===== src/rtl/mem_req_arbiter.sv =====
// mem_req_arbiter: arbitrates I-cache reads, D-cache reads and D-cache write-backs onto one memory port.
// Define ARB_RR_EN for round-robin grants (dcw -> dcr -> ic); the default is fixed priority dcw > dcr > ic.
module mem_req_arbiter #(
    parameter int RD_BEATS = 1
) (
    input  logic         clk,
    input  logic         rst_n,
    input  logic         icr_start_rq,
    input  logic [31:0]  ic_rin_addr,
    input  logic         dcr_start_rq,
    input  logic [31:0]  dcr_rin_addr,
    input  logic         dcw_start_rq,
    input  logic [31:0]  dcw_in_addr,
    input  logic [15:0]  dcw_in_mask,
    input  logic [127:0] dcw_in_data,
    output logic         mem_rq_valid,
    input  logic         mem_rq_ready,
    output logic         mem_rq_we,
    output logic [31:0]  mem_rq_addr,
    output logic [15:0]  mem_rq_mask,
    output logic [127:0] mem_rq_wdata,
    input  logic [127:0] mem_rdata,
    input  logic         mem_rvalid,
    input  logic         mem_wresp,
    output logic [127:0] ic_rdat_m_data,
    output logic         ic_rdat_m_valid,
    output logic         ic_finish_mrd,
    output logic [127:0] rdat_m_data,
    output logic         rdat_m_valid,
    output logic         finish_mrd,
    output logic         dcw_finish_wresp,
    output logic         arb_busy
);
    localparam logic [1:0] IDLE = 2'd0, ISSUE = 2'd1, WAIT_RD = 2'd2, WAIT_WR = 2'd3;
    localparam logic [1:0] G_IC = 2'd0, G_DR = 2'd1, G_DW = 2'd2;
    logic [1:0]   state, grant, sel, cnt;
    logic         pend_ic, pend_dr, pend_dw;
    logic [2:0]   pend;
    logic [31:0]  ic_addr, dr_addr, dw_addr;
    logic [15:0]  dw_mask;
    logic [127:0] dw_data;
    logic         issue, hs, beat, last_beat;
    logic         clr_ic, clr_dr, clr_dw, acc_ic, acc_dr, acc_dw;
    assign pend      = {pend_dw, pend_dr, pend_ic};
    assign issue     = state == ISSUE;
    assign hs        = issue && mem_rq_ready;
    assign beat      = state == WAIT_RD && mem_rvalid;
    assign last_beat = beat && cnt == 2'(RD_BEATS - 1);
    assign clr_ic    = hs && grant == G_IC;
    assign clr_dr    = hs && grant == G_DR;
    assign clr_dw    = hs && grant == G_DW;
    // a pulse on the handshake cycle of its own grant is accepted, since that bit clears now
    assign acc_ic    = icr_start_rq && (!pend_ic || clr_ic);
    assign acc_dr    = dcr_start_rq && (!pend_dr || clr_dr);
    assign acc_dw    = dcw_start_rq && (!pend_dw || clr_dw);
`ifdef ARB_RR_EN
    logic [1:0] last, o0, o1;
    function automatic logic [1:0] nxt(input logic [1:0] g);
        return g == G_IC ? G_DW : g == G_DW ? G_DR : G_IC;
    endfunction
    assign o0  = nxt(last);
    assign o1  = nxt(o0);
    assign sel = pend[o0] ? o0 : pend[o1] ? o1 : last;
`else
    assign sel = pend[G_DW] ? G_DW : pend[G_DR] ? G_DR : G_IC;
`endif
    always_ff @(posedge clk or negedge rst_n) begin
        if (!rst_n) begin
            {pend_ic, pend_dr, pend_dw} <= '0;
            {ic_addr, dr_addr, dw_addr} <= '0;
            dw_mask <= '0;
            dw_data <= '0;
        end else begin
            if (acc_ic) begin
                pend_ic <= 1'b1;
                ic_addr <= ic_rin_addr;
            end else if (clr_ic) pend_ic <= 1'b0;
            if (acc_dr) begin
                pend_dr <= 1'b1;
                dr_addr <= dcr_rin_addr;
            end else if (clr_dr) pend_dr <= 1'b0;
            if (acc_dw) begin
                pend_dw <= 1'b1;
                dw_addr <= dcw_in_addr;
                dw_mask <= dcw_in_mask;
                dw_data <= dcw_in_data;
            end else if (clr_dw) pend_dw <= 1'b0;
        end
    end
    always_ff @(posedge clk or negedge rst_n) begin
        if (!rst_n) begin
            state <= IDLE;
            grant <= G_IC;
            cnt   <= '0;
`ifdef ARB_RR_EN
            last  <= G_IC;
`endif
        end else begin
            case (state)
                IDLE: if (|pend) begin
                    grant <= sel;
                    state <= ISSUE;
`ifdef ARB_RR_EN
                    last  <= sel;
`endif
                end
                ISSUE:   if (mem_rq_ready) state <= grant == G_DW ? WAIT_WR : WAIT_RD;
                WAIT_RD: if (mem_rvalid) begin
                    cnt   <= last_beat ? 2'd0 : cnt + 2'd1;
                    state <= last_beat ? IDLE : WAIT_RD;
                end
                default: if (mem_wresp) state <= IDLE;
            endcase
        end
    end
    assign mem_rq_valid     = issue;
    assign mem_rq_we        = issue && grant == G_DW;
    assign mem_rq_addr      = !issue ? 32'd0 : grant == G_DW ? dw_addr : grant == G_DR ? dr_addr : ic_addr;
    assign mem_rq_mask      = mem_rq_we ? dw_mask : 16'd0;
    assign mem_rq_wdata     = mem_rq_we ? dw_data : 128'd0;
    assign ic_rdat_m_valid  = beat && grant == G_IC;
    assign ic_rdat_m_data   = ic_rdat_m_valid ? mem_rdata : 128'd0;
    assign ic_finish_mrd    = last_beat && grant == G_IC;
    assign rdat_m_valid     = beat && grant == G_DR;
    assign rdat_m_data      = rdat_m_valid ? mem_rdata : 128'd0;
    assign finish_mrd       = last_beat && grant == G_DR;
    assign dcw_finish_wresp = state == WAIT_WR && mem_wresp;
    assign arb_busy         = state != IDLE;
endmodule


===== config.mk =====
export PLATFORM = sky130hd
export DESIGN_NAME = mem_req_arbiter
export DESIGN_NICKNAME = d
export VERILOG_FILES = /design/src/rtl/mem_req_arbiter.sv
export SDC_FILE = /design/constraint.sdc
export NUM_CORES = 1
export LEC_CHECK = 0
export ABC_AREA = 0
export BUFFER_PORTS_ARGS = -buffer_cell sky130_fd_sc_hd__clkbuf_2
export CAP_MARGIN = 30
export CORE_AREA = 2 2 315 317
export CTS_CLUSTER_DIAMETER = 100
export CTS_CLUSTER_SIZE = 25
export DETAILED_ROUTE_END_ITERATION = 16
export DIE_AREA = 0 0 317 319
export GPL_TIMING_DRIVEN = 0
export SYNTH_ARGS = -nofsm -noshare
export SYNTH_HDL_FRONTEND = slang
export SYNTH_SLANG_ARGS = --single-unit

===== constraint.sdc =====
create_clock -name clk -period 3.8 [get_ports clk]
set_input_delay 0.19 -clock clk [delete_from_list [all_inputs] [get_ports clk]]
set_output_delay 0.19 -clock clk [all_outputs]
set_load 0.05 [all_outputs]

# == Word level (Yosys, flattened, before mapping) ==
# Index checks and enable logic that the tools add are counted.
# totals
regBits,249
inputBits,376
wordCells,76
out_inout_bits,440
# classes
muxes,23
addsub,1
n_eq_ne,8
reduce_logical,33
# ops
cell,n
128-bit two-way mux,3
32-bit two-way mux,3
16-bit two-way mux,1
1-bit logical AND,15
2-bit two-way mux,7
1-bit two-way mux,8
2-bit nonzero test,4
"2-bit == test, second input constant",3
2-bit logical NOT,3
"2-bit != test, second input constant",3
2-bit one-hot mux with 3 select lines,1
"2-bit by 1-bit == test with 1-bit output, second input constant",2
2-bit AND reduction,2
4-bit AND reduction,1
4-bit nonzero test,1
1-bit logical NOT,3
1-bit logical OR,3
3-bit OR reduction,1
"2-bit by 1-bit adder with 2-bit output, second input constant",1

# == Logic depth before layout (Yosys ltp) ==
# Gate-level depths: netlist of the first run.
# depth
ltp_word,6
mapped_depth,7
mapped_depth_nobuf,4

# == Worst setup path before layout of the first run ==
# OpenSTA, ideal clock, no wires.
# synth_path
path_type,register to output
startpoint,register grant[0]
endpoint,output port mem_rq_addr[10]
n_path_buf,3
stages_incl_launch_ff,6
arrival_ps,2235
slack_ps,1375
cell_sequence,dfrtp_1 -> buf_4 -> buf_4 -> buf_4 -> mux2i_1 -> a211oi_1
# synth_between
elab_chain_len,4
# synth_lines
element,line,rtl
start: declaration,36,"logic [1:0] state, grant, sel, cnt;"
start signal: assignment,101,grant <= sel;
2-bit by 1-bit == test with 1-bit output,118,assign mem_rq_addr = !issue ? 32'd0 : grant == G_DW ? dw_addr : grant == G_DR ? dr_addr : ic_addr;
32-bit two-way mux,118,
32-bit two-way mux * (2 in series),118,
end: declaration,19,"output logic [31:0] mem_rq_addr,"
# Mark *: on every way between the ends. The rest lies on a longest branch, timed or not.

# == Worst setup path after layout of the first run ==
# layout_path
startpoint,register state[1]
endpoint,output port mem_rq_wdata[106]
# layout_between
elab_chain_len,3
# layout_lines
element,line,rtl
start: declaration,36,
start signal: assignment,107,ISSUE: if (mem_rq_ready) state <= grant == G_DW ? WAIT_WR : WAIT_RD;
start signal: assignment,110,state <= last_beat ? IDLE : WAIT_RD;
2-bit by 1-bit == test with 1-bit output,45,assign issue = state == ISSUE;
1-bit logical AND,117,assign mem_rq_we = issue && grant == G_DW;
128-bit two-way mux,120,assign mem_rq_wdata = mem_rq_we ? dw_data : 128'd0;
end: declaration,21,"output logic [127:0] mem_rq_wdata,"
# Every way passes these cells.

==> results of run 1 <==
## layout by cell type (no fill, tap or decap), drive strengths merged, types with 4 or more instances in the layout
master	instances
dfrtp	249
diode	36
inv	13
o21ai	4
a21o	4
mux2	241
mux2i	32
dlygate4sd3	249
buf	57
a211oi	64
nor2b	32
clkbuf	871
nand2b	5
and2	402
## worst max-delay path: stages (launching register included)
cell and delay, ps:
dfrtp_1 360, buf_4 160, nand2b_1 140, buf_2 230, nor2_4 420, buf_4 330
clkbuf_2 340, and2_1 220, clkbuf_2 290
## metrics by stage
stage	setup WS (ps)	instances	hold WS, ps	total power, µW
2_1_floorplan	1380	1157	-106	10900
3_3_place_gp	-3270	3259	408	13500
3_5_place_dp	999	3262	286	13700
4_1_cts	371	3538	227	16100
5_1_grt	343	3565	308	16800
6_report	541	3574	262	15900
## path summary, 6_finish.rpt
kind	startpoint	to	slack, ps	cells after the start
min in group clk	dcw_in_data[76]	dw_data[76]$_DFFE_PN0P_	380	3
max in group asynchronous	rst_n	ic_addr[1]$_DFFE_PN0P_	2550	3
worst min-delay path	rst_n	dw_data[63]$_DFFE_PN0P_	260	2
worst min register to register	dw_data[31]$_DFFE_PN0P_	dw_data[31]$_DFFE_PN0P_	490	1
worst max register to register	state[1]$_DFFE_PN0P_	dw_data[127]$_DFFE_PN0P_	1790	5
worst max-delay path	state[1]$_DFFE_PN0P_	mem_rq_wdata[106]	540	8
## sequential cells by signal (all words and copies together) (netlist names)
signal   count
dw_data    128
dr_addr     32
dw_addr     32
ic_addr     32
dw_mask     16
cnt          2
grant        2
state        2
pend_dr      1
pend_dw      1
pend_ic      1
## layout make-up
class,count,area (µm²),share of cell area
clock buffer,17,425,0.0190
buffer,93,649,0.0290
sequential,249,6230,0.278
tap,1287,1610,0.0719
multi-input combinational,808,6560,0.293
inverter,7,26.3,0.00117
antenna,36,90.1,0.00402
clock inverter,10,153,0.00682
timing repair buffer,1067,6650,0.297
## power by group through the flow
stage / sequential (µW) / clock, µW / combinational [µW]
2_1_floorplan: 4440 / 0 / 6450
3_3_place_gp: 4710 / 0 / 8780
3_5_place_dp: 4750 / 0 / 8900
4_1_cts: 4710 / 2240 / 9170
5_1_grt: 4860 / 2290 / 9600
6_report: 4690 / 2120 / 9040
## kinds of logic after synthesis
kind of cell             Yosys count
flip-flops                       249
multiplexers                     273
adder cells (fa/ha/maj)            1
AND/OR/NAND/NOR                  454
AO/OA/AOI/OAI                     80
buffers and inverters            100
## per-layer routing
metal,share of wire,track usage,vias to the layer above
met5,0.00058,0,-
met2,0.56,0.362,638
met1,0.34,0.175,6507
met4,0.053,0.0977,8
li1,-,-,6122
met3,0.051,0.0300,172
==> results.yml, run 1 <==
pwr:
  powerDensity_mw_per_mm2: 708
  p_leak_uw: 0.0108
  power_frac_seq: 0.296
  p_clk_frac: 0.133
  peakVddDrop_uv: 550
  internal_power_uw: 8000
  p_comb_frac: 0.570
  p_switching_uw: 7850
  p_sw_frac: 0.495
detailed_routing:
  dr.pass1.iters: 4
  detail_route.vias_per_cell: 3.76
  drtAntennaViolNets: 0
  drt-initial-drc-count: 525
  drc: 0
  routedWlPerCell_um: 26.7
  vias: 13400
  totalWireLength_mm: 95.5
clock_network:
  clkLatencyLatePin_ps: 570
  h-tree-depth: 1
  postCtsSetupBuffers: 0
  clockBufferDepth: 3
  cts_tree: "built"
  cts-resized-gates: 0
  clkTransAtPathRegs_ps: 90
  clkSinkCount: 249
  cts_hold_buf: 249
  cts_inserted_buffers: 17
  cts_root_buf: "clkbuf_16"
worst_setup_path:
  critPathKind: "register to primary output"
  worst_ep_required_time_ps: 3610
  cp_max_fo: 10
  arrival_ps: 3070
  worst_setup_path_end_kind: "primary output"
  startpoint_type: "register"
timing:
  fin_crit_ps: 3260
  setup_viol: 0
  fin_tns_setup_ps: 0
  fmax_mhz: 307
  timing.slew.headroom: 0.490
  hold_viol: 0
  fin_skew_ps: 40.1
  rsz0062_at_grt: "no"
  fin_crit_sh: 0.858
  slew_violations: 0
  tightest_slew_ps: 764
yosys:
  async_flop_share: 1.00
  synthFlopType: "dfrtp_1"
  synth.avg_cell_area_um2: 11.6
  synth_seq_area_share: 0.463
  synth-simple-area-share: 0.214
  synth_fa_ha_area_frac: 0.000929
  synthTopCellsByCount: "and2_1 (402), dfrtp_1 (249), mux2_2 (226)"
  muxShareOfSynthArea: 0.225
  synth-edff-count: 0
  synth_seq_cells: 249
  ys_types: 37
  synth_area_leader_cell: "dfrtp_1"
  syn_inst: 1157
  syn-cell-area_mm2: 0.0135
  yosysWarningCount: 0
  syn-num-nets: 1534
  yosys.area.top_type_share: 0.463
  synth_top_family_by_area: "multiplexers"
  yosysMostFrequentCell: "and2_1"
  synth_compound_area_frac: 0.0466
  synthTopCellsByArea: "dfrtp_1 (46%), mux2_2 (19%), and2_1 (19%), a211oi_1 (3.6%), buf_6 (2.5%)"
  synth_xor_area_frac: 0
global_route:
  grt_max_degree: 96
  grt_pass1_vias: 14000
  grt.overflow.total: 0
  grt_pass1_wl_mm: 123
  antenna_found_initial: 73
  grt.total_usage: 0.182
outcome:
  status: "finished clean"
floorplanning:
  fp.coreArea_mm2: 0.0977
  dieArea_mm2: 0.101
  rows: 115
  initial_utilization: 0.138
  pin_count: 816
  die_h_um: 319
  die_w_um: 317
finish:
  final_util: 0.229
  final_net_count: 2620
  drive_gt1_frac: 0.510
  area_delta_synth_final_pct: 66.3
  nFillCells: 10600
  fin_area_mm2: 0.0224
run:
  max_cap_violations: 0
placement:
  io_buffers: 815
  gp_congestion: 0.957
  dp_hpwl_mm: 79.9
  placed_area_mm2: 0.0192
min_path:
  hold_class: "primary input to async pin"
(Power assumes the default switching activity.)
==> inputs of run 2 (changes only) <==
- BUFFER_PORTS_ARGS: -buffer_cell sky130_fd_sc_hd__clkbuf_2 -> not set
- CORE_AREA: 2 2 315 317 -> 2 2 318 320
- DIE_AREA: 0 0 317 319 -> 0 0 320 322
- DONT_BUFFER_PORTS: not set -> 1
==> results.yml, run 2 (synthesized netlist as in run 1, its figures left out) <==
timing:
  hold_viol: 249
  tightest_slew_ps: 1050
  slew_violations: 0
  fin_tns_setup_ps: 0
  rsz0062_at_grt: "no"
  holdWs_ps: -660
  worst_slack_ps: 255
  setup_viol: 0
  timing.slew.headroom: 0.298
  fmax_mhz: 282
  fin_skew_ps: 38.3
  fin_crit_sh: 0.933
  fin_crit_ps: 3540
pwr:
  power_uw: 15200
  p_leak_uw: 0.00733
  peakVddDrop_uv: 610
  powerDensity_mw_per_mm2: 818
floorplanning:
  dieArea_mm2: 0.103
  fp.coreArea_mm2: 0.0996
  initial_utilization: 0.135
  die_w_um: 320
  pin_count: 816
  rows: 116
  die_h_um: 322
global_route:
  antenna_found_initial: 91
  grt.overflow.total: 0
  grt_pass1_wl_mm: 116
  grt.total_usage: 0.172
  grt_max_degree: 250
  grt_pass1_vias: 11000
outcome:
  status: "complete, but fails checks"
  violations: "hold timing"
detailed_routing:
  vias: 10800
  dr.pass1.iters: 4
  detail_route.vias_per_cell: 3.88
  drc: 0
  routedWlPerCell_um: 33.1
  totalWireLength_mm: 92.5
  drtAntennaViolNets: 0
  drt-initial-drc-count: 536
worst_setup_path:
  worst_ep_required_time_ps: 3610
  startpoint_type: "register"
  cp_max_fo: 10
  arrival_ps: 3350
  worst_setup_path_end_kind: "primary output"
  critPathKind: "register to primary output"
finish:
  area_delta_synth_final_pct: 38.0
  largest_register_ffs: 128
  multi_input_area_mm2: 0.00672
  final_net_count: 1812
  top_register: "dw_data"
  final_util: 0.187
  final_common_cell: "and2_1"
  final_cell_mix: "and2_1 (402), dfrtp_1 (249), dlygate4sd3_1 (247)"
  area.sequential_mm2: 0.00623
  layout.cells.non_filler: 2793
  nFillCells: 10900
  drive_gt1_frac: 0.259
clock_network:
  postCtsSetupBuffers: 0
  cts_inserted_buffers: 16
  h-tree-depth: 1
  clockBufferDepth: 3
  cts_hold_buf: 247
  cts_tree: "built"
  clkSinkCount: 249
  cts-resized-gates: 0
  clkLatencyLatePin_ps: 550
  clkTransAtPathRegs_ps: 100
  cts_root_buf: "clkbuf_16"
placement:
  io_buffers: 0
  dp.cells: 2466
  dp_hpwl_mm: 78.4
  dp_slack_ps: 777
  gp_congestion: 0.886
run:
  max_cap_violations: 0
min_path:
  hold_class: "primary input to async pin"
## run 2: changes by cell type in the layout (fill, tap and decap cells not counted), sizes merged
cell	previous run	this run
buf	57	67
bufinv	1	2
clkbuf	871	56
clkinv	2	0
diode	36	53
dlygate4sd3	249	247
inv	13	12
## run 2: final timing paths
path	cells after the start	startpoint	slack, ps	end
worst max-delay path	5	state[0]$_DFFE_PN0P_	260	ic_rdat_m_data[118]
worst min-delay path	0	rst_n	-660	dw_data[67]$_DFFE_PN0P_
max in group asynchronous	0	rst_n	3860	dw_data[99]$_DFFE_PN0P_
worst min register to register	1	dw_data[26]$_DFFE_PN0P_	490	dw_data[26]$_DFFE_PN0P_
min in group clk	3	mem_rq_ready	80	pend_dr$_DFFE_PN0P_
worst max register to register	6	state[1]$_DFFE_PN0P_	1500	state[0]$_DFFE_PN0P_
## run 2: routing by layer
layer,share of wire,global-route usage
met5,0.0026,0
met4,0.047,0.0537
met3,0.057,0.0373
met2,0.57,0.361
met1,0.33,0.162
## run 2: report_power, final
part | internal [µW] | switching (µW)
logic | 2650 | 5780
clock network | 996 | 1070
registers | 3970 | 734
## run 2: per-stage QoR
step | hold WS [ps] | area, µm²
finish | -660 | 18600
global route | -693 | 18500
CTS | -700 | 18400
detailed placement | -99.1 | 15400
global placement | -98.3 | 15100
floorplan | -106 | 13500
## run 2: worst max-delay path, stage by stage (launching register included)
cell      delay (ps)
dfrtp_1          380
buf_2            190
nand3b_4         210
nor3_2           540
clkbuf_1         840
and2_1           650
## run 2: final cells by class
cell class	instances	share of cell area
diodes	53	0.00714
plain buffers	93	0.0349
clock buffers	17	0.0229
clock inverters	8	0.00747
inverters	7	0.00141
multi-input cells	808	0.362
flip-flops and latches	249	0.335
well taps	1298	0.0874
repair buffers	260	0.142
